## src/rtl/coin_credit_tracker.sv

```systemverilog
// Coin-side credit accumulator for the vending FSM: accepts typed coins, tracks credit,
// and pays out change or refunds as a train of nickel pulses.
module coin_credit_tracker #(
  parameter int unsigned PRICE      = 25,
  parameter int unsigned MAX_CREDIT = 100,
  parameter int unsigned CREDIT_W   = 8
) (
  input  logic                clk,
  input  logic                rst,
  input  logic                coin_valid,
  input  logic [1:0]          coin_type,
  input  logic                vend,
  input  logic                cancel,
  output logic                coin,
  output logic                sufficient,
  output logic [CREDIT_W-1:0] credit,
  output logic                change_pulse,
  output logic                coin_reject,
  output logic                busy,
  output logic [1:0]          state
);

  localparam int unsigned SUM_W  = CREDIT_W + 1;
  localparam int unsigned NICKEL = 5;

  typedef enum logic [1:0] {
    ACCUM = 2'b00,
    PULSE = 2'b01,
    GAP   = 2'b10,
    BAD   = 2'b11
  } state_t;

  state_t              st_q, st_d;
  logic [CREDIT_W-1:0] credit_d;
  logic                coin_d, reject_d;
  logic [CREDIT_W-1:0] coin_value;
  logic                coin_known;
  logic [SUM_W-1:0]    coin_sum;

  // Coin code decode
  always_comb begin
    coin_known = 1'b1;
    coin_value = '0;
    case (coin_type)
      2'b00:   coin_value = CREDIT_W'(5);
      2'b01:   coin_value = CREDIT_W'(10);
      2'b10:   coin_value = CREDIT_W'(25);
      default: coin_known = 1'b0;
    endcase
  end

  assign coin_sum     = SUM_W'(credit) + SUM_W'(coin_value);
  assign sufficient   = (credit >= CREDIT_W'(PRICE));
  assign change_pulse = (st_q == PULSE);
  assign busy         = (st_q != ACCUM);
  assign state        = st_q;

  // Next-state, credit and strobe logic; vend outranks cancel outranks coin
  always_comb begin
    st_d     = st_q;
    credit_d = credit;
    coin_d   = 1'b0;
    reject_d = 1'b0;
    case (st_q)
      ACCUM: begin
        if (vend && sufficient) begin
          credit_d = credit - CREDIT_W'(PRICE);
          st_d     = (credit_d != '0) ? PULSE : ACCUM;
          reject_d = coin_valid;
        end else if (cancel && (credit != '0)) begin
          st_d     = PULSE;
          reject_d = coin_valid;
        end else if (coin_valid) begin
          if (coin_known && (coin_sum <= SUM_W'(MAX_CREDIT))) begin
            credit_d = coin_sum[CREDIT_W-1:0];
            coin_d   = 1'b1;
          end else begin
            reject_d = 1'b1;
          end
        end
      end
      PULSE: begin
        credit_d = credit - CREDIT_W'(NICKEL);
        st_d     = GAP;
        reject_d = coin_valid;
      end
      GAP: begin
        st_d     = (credit == '0) ? ACCUM : PULSE;
        reject_d = coin_valid;
      end
      default: begin
        st_d     = ACCUM;
        reject_d = coin_valid;
      end
    endcase
  end

  always_ff @(posedge clk) begin
    if (rst) begin
      st_q        <= ACCUM;
      credit      <= '0;
      coin        <= 1'b0;
      coin_reject <= 1'b0;
    end else begin
      st_q        <= st_d;
      credit      <= credit_d;
      coin        <= coin_d;
      coin_reject <= reject_d;
    end
  end

endmodule

```

## config.mk

```make
export PLATFORM = sky130hd
export DESIGN_NAME = coin_credit_tracker
export DESIGN_NICKNAME = d
export VERILOG_FILES = /design/src/rtl/coin_credit_tracker.sv
export SDC_FILE = /design/constraint.sdc
export NUM_CORES = 1
export LEC_CHECK = 0
export ABC_AREA = 0
export BUFFER_PORTS_ARGS = -buffer_cell sky130_fd_sc_hd__buf_2
export CORE_MARGIN = 2
export CORE_UTILIZATION = 23
export DETAILED_ROUTE_END_ITERATION = 8
export PLACE_DENSITY_LB_ADDON = 0.08
export SYNTH_ARGS = -nofsm -noshare
export SYNTH_HDL_FRONTEND = slang
export SYNTH_SLANG_ARGS = --single-unit
```

## constraint.sdc

```tcl
create_clock -name clk -period 2.35 [get_ports clk]
set_input_delay 0.1175 -clock clk [delete_from_list [all_inputs] [get_ports clk]]
set_output_delay 0.1175 -clock clk [all_outputs]
set_load 0.02 [all_outputs]
```

==> results.txt <==
The flow ran to the end, but the final reports show violations. The final reports fail on negative setup slack. After synthesis, the share of flip-flops with an asynchronous set or reset is 0%. TritonCTS built the clock tree. Across all layers, the routed design uses 1,754 vias. The number of slew-limit violations in the final report is 0. The final worst setup slack is -0.101 ns. The final weighted congestion in routability-driven placement is 0.836.

The post-synthesis cell area is 1470 sq um. The data required time at the worst endpoint is 2.49 ns. The simple-gate share of the synthesized area is 29.3%. Port buffering added 21 buffers. The clock skew is 0.00171 ns. The clock transition at the register clock pins on the worst setup and hold paths after CTS is 0.06 ns. After technology mapping, the gate count stands at 197. The synthesized area divided by synthesized cell count came out at 7.46 sq um.

In this design, the stage delay of the slowest critical-path cell is 0.39 ns. Setup repair after global routing could not meet its margin everywhere. The number of hold-slack violations in the final timing report was 0. The peak supply drop is 0.000474 V. The power per cell area is 1340 nW/um^2. Once layout is complete, the cells apart from fillers number 342. Traced cell by cell, the critical path runs through ha_4 -> inv_2 -> fa_2 -> xnor2_2 -> o21ai_4 -> nor4b_4 -> a32oi_2 -> nand2_2 -> a41o_1 -> a311o_1. The number of violations reported at the end of detailed-routing iteration 0 is 128. In the synthesized netlist the dominant register cell turns out to be dfxtp_1. The global route total overflow is 0.

In this run the static leakage power is 1.05 nW. Data on the critical path arrives at its endpoint at 2.59 ns. The number of iterations in the first detailed-routing pass is 4. The net switching component of the power came out at 0.00148 W. In this run the cell area measured after placement is 2030 sq um.

The per-cell routed wire length is 16.6 microns. The number of violations of the max-capacitance limit is 0. The worst hold path belongs to the class in2reg. The maximum buffer depth of the clock tree came out at 2. The post-route fraction of the period consumed by the critical path came out at 104%. Net switching is 47.6% of the power. The worst setup path is of the reg2reg kind. The number of antenna violations at the first check in global routing is 0. The final layout net count is 285.

The vertical die dimension is 84.0 microns. The number of cells in the design after placement is 328. The relative slew slack came out at 74.5%. In this run the core area contains 29 standard-cell rows. The maximum clock frequency is 408 MHz.

Once the floorplan was initialized, standard cells occupied 23.4% of the core. Grouping stages by cell kind, the critical path spends the most delay in compound AO/OA/AOI/OAI gates. The fraction of synthesized cell area in xor and xnor cells came out at 4.77%. The share of Yosys cell area claimed by the top area cell type is 16.3%.

The final antenna-violating net count is 0. Of the post-synthesis cell area, the part taken by muxes is 2.04%. The clock network is responsible for 7.8% of the overall power.

By area, the combinational part of the netlist is dominated by compound AO/OA/AOI/OAI gates. The layout overhead on the synthesized area is 58.3%. The area of the die is 7050 sq um. For the worst-skew pair, the clock arrives at the later sink with an insertion delay of 0.25 ns. The number of CTS-inserted buffers came out at 3. The I/O pin count came out at 22. The number of DRC violations after detailed routing is 0.

The kind of start point of the critical path is a flop. The area fraction in compound gates after synthesis came out at 31.5%. The total of flip-flops plus latches after synthesis is 12.

The fraction of final layout cells with drive strength greater than 1 came out at 45.3%. For this design, the CTS-stage hold fixing added 0 buffers. The tree built by TritonCTS fans out to 12 sinks. The worst setup path is captured at a flop. The average vias per placed instance is 5.13.

The share of total power in combinational logic came out at 80.3%. The sequential fraction of the synthesis area is 16.3%. The finished cells cover 2330 sq um. The antenna diode count came out at 0.

The count of different cell masters after synthesis came out at 57. The register share of total power is 11.9%. The number of buffers and inverters on the critical path is 1. The first global-routing pass estimated 9.09 mm of wire. The final setup violation count is 6. In this run the standard cell core region covers 6280 sq um. The internal portion of the total power is 0.00163 W.

The width of the die is 84.0 microns. The post-synth net total came out at 216. The count of filler cells inserted in the layout came out at 671.

Counting flops with a built-in enable in the synthesized netlist gives 0. The utilization after layout is 37.1%. After synthesis, the cell types taking the most area are dfxtp_1 (16%), ha_1 (9.4%), nor2_1 (4.6%). The via count of the first global-routing pass is 1,689. The smallest clock period supported by the final layout is computed as 2.45 ns.

In this run the worst path has a maximum fanout of 4. The biggest area contributor in the post-synthesis netlist is dfxtp_1. Entering global routing, the biggest net connects 21 pins. Yosys printed 0 warnings. The H-tree level count came out at 1. CTS placed an instance of clkbuf_8 at the clock tree root. The arithmetic-cell share of the synthesized area counting full adders, half adders and majority gates is 10.7%. The worst hold slack is 0.169 ns. Global routing used 16.3% of the available tracks. The half-perimeter wire length of the detailed placement result came out at 4.34 mm.

The cell type of the slowest stage on the worst timing path is fa_2. The total wire length after detailed routing is 5.68 mm. The transition time at the pin with the least slew margin came out at 0.378 ns.
==> final timing paths <==
path / from / cells past startpoint / slack (ns) / to
setup / recovery: credit[0]$_SDFFE_PP0P_ / 10 / -0.10 / credit[5]$_SDFFE_PP0P_
hold / removal: coin_valid / 2 / 0.17 / coin$_SDFF_PP0_
setup reg to reg: credit[0]$_SDFFE_PP0P_ / 10 / -0.10 / credit[5]$_SDFFE_PP0P_
hold reg to reg: state[0]$_SDFFE_PP0P_ / 1 / 0.64 / state[0]$_SDFFE_PP0P_
==> state kept, by name, indices dropped and copies added, names as in the netlist <==
signal       cells
coin             1
credit           8
state            2
coin_reject      1
==> cell families (layout without fill, tap and decap cells) <==
family,after synthesis,in the layout
flip-flops,12,12
AO/OA/AOI/OAI,61,61
buffers and inverters,21,89
XOR/XNOR,8,8
multiplexers,3,3
adder cells (fa/ha/maj),12,12
AND/OR/NAND/NOR,80,80
==> per-stage QoR <==
step	setup TNS (ns)	total power, W	worst slack, ns
after floorplan	0	0.00165	0.00190
after global placement	-2.52	0.00255	-0.329
after detailed placement	-2.93	0.00251	-0.375
after CTS	-0.657	0.00293	-0.0923
after global routing	-1.16	0.00335	-0.181
final	-0.272	0.00311	-0.101
==> routing by layer <==
layer	global-route usage, %	vias to the layer above	wire (microns)
met5	0	-	0
met4	3.96	0	61
met3	1.38	5	149
met2	27.0	37	2730
met1	23.0	834	2740
li1	-	878	-
==> placed cells by master, fill, tap and decap left out, types with 3 or more instances in the layout <==
cell / synthesis / routed
clkbuf_8: 0 / 4
nor4_1: 3 / 3
buf_4: 0 / 51
o21ai_1: 0 / 3
a32o_1: 5 / 5
inv_1: 8 / 3
a211oi_1: 5 / 5
ha_4: 0 / 4
nand3_1: 7 / 7
a211o_1: 3 / 3
nand2b_1: 6 / 4
nand2_2: 0 / 3
o21ai_0: 11 / 6
xor2_1: 4 / 4
nor3_1: 8 / 7
nor2_1: 18 / 18
a21o_1: 3 / 3
a21oi_1: 8 / 7
dfxtp_1: 12 / 9
buf_2: 0 / 21
inv_2: 0 / 5
nand2_1: 17 / 14
xnor2_1: 4 / 3
ha_1: 11 / 6
==> power groups by stage <==
stage,clock network (W),registers (W),logic (W)
6_report,0.000244,0.000369,0.00250
5_1_grt,0.000253,0.000383,0.00271
4_1_cts,0.000249,0.000363,0.00231
3_5_place_dp,0,0.000366,0.00215
3_3_place_gp,0,0.000372,0.00218
2_1_floorplan,0,0.000435,0.00122
==> Yosys cell counts (all sizes together), types with 3 or more instances <==
cell,number
nor2,18
nor4,3
nor4b,3
nand3,7
a211o,3
a211oi,5
nand2b,6
o21ai,11
clkbuf,11
inv,8
nor3,8
a21oi,9
a32o,5
nand2,17
ha,11
a21o,3
mux2i,3
dfxtp,12
or3,3
xnor2,4
xor2,4
==> area by class of cell <==
| class | instances | area, sq um | area share, % |
|---|---|---|---|
| sequential | 12 | 249 | 10.7 |
| inverter | 10 | 37.5 | 1.61 |
| multi-input combinational | 164 | 1360 | 58.4 |
| clock buffer | 4 | 55.1 | 2.37 |
| tap | 77 | 96.3 | 4.14 |
| timing repair buffer | 75 | 531 | 22.8 |
==> timing repair <==
| action | 4_1_cts | 5_1_grt |
|---|---|---|
| resized for setup | 16 | 19 |
| pin swaps | 24 | 16 |
| hold endpoints to repair | 0 | 0 |
| endpoints found under the setup margin | 10 | 10 |
| buffers inserted | 4 | 7 |
Power figures use the tool's default switching activity.
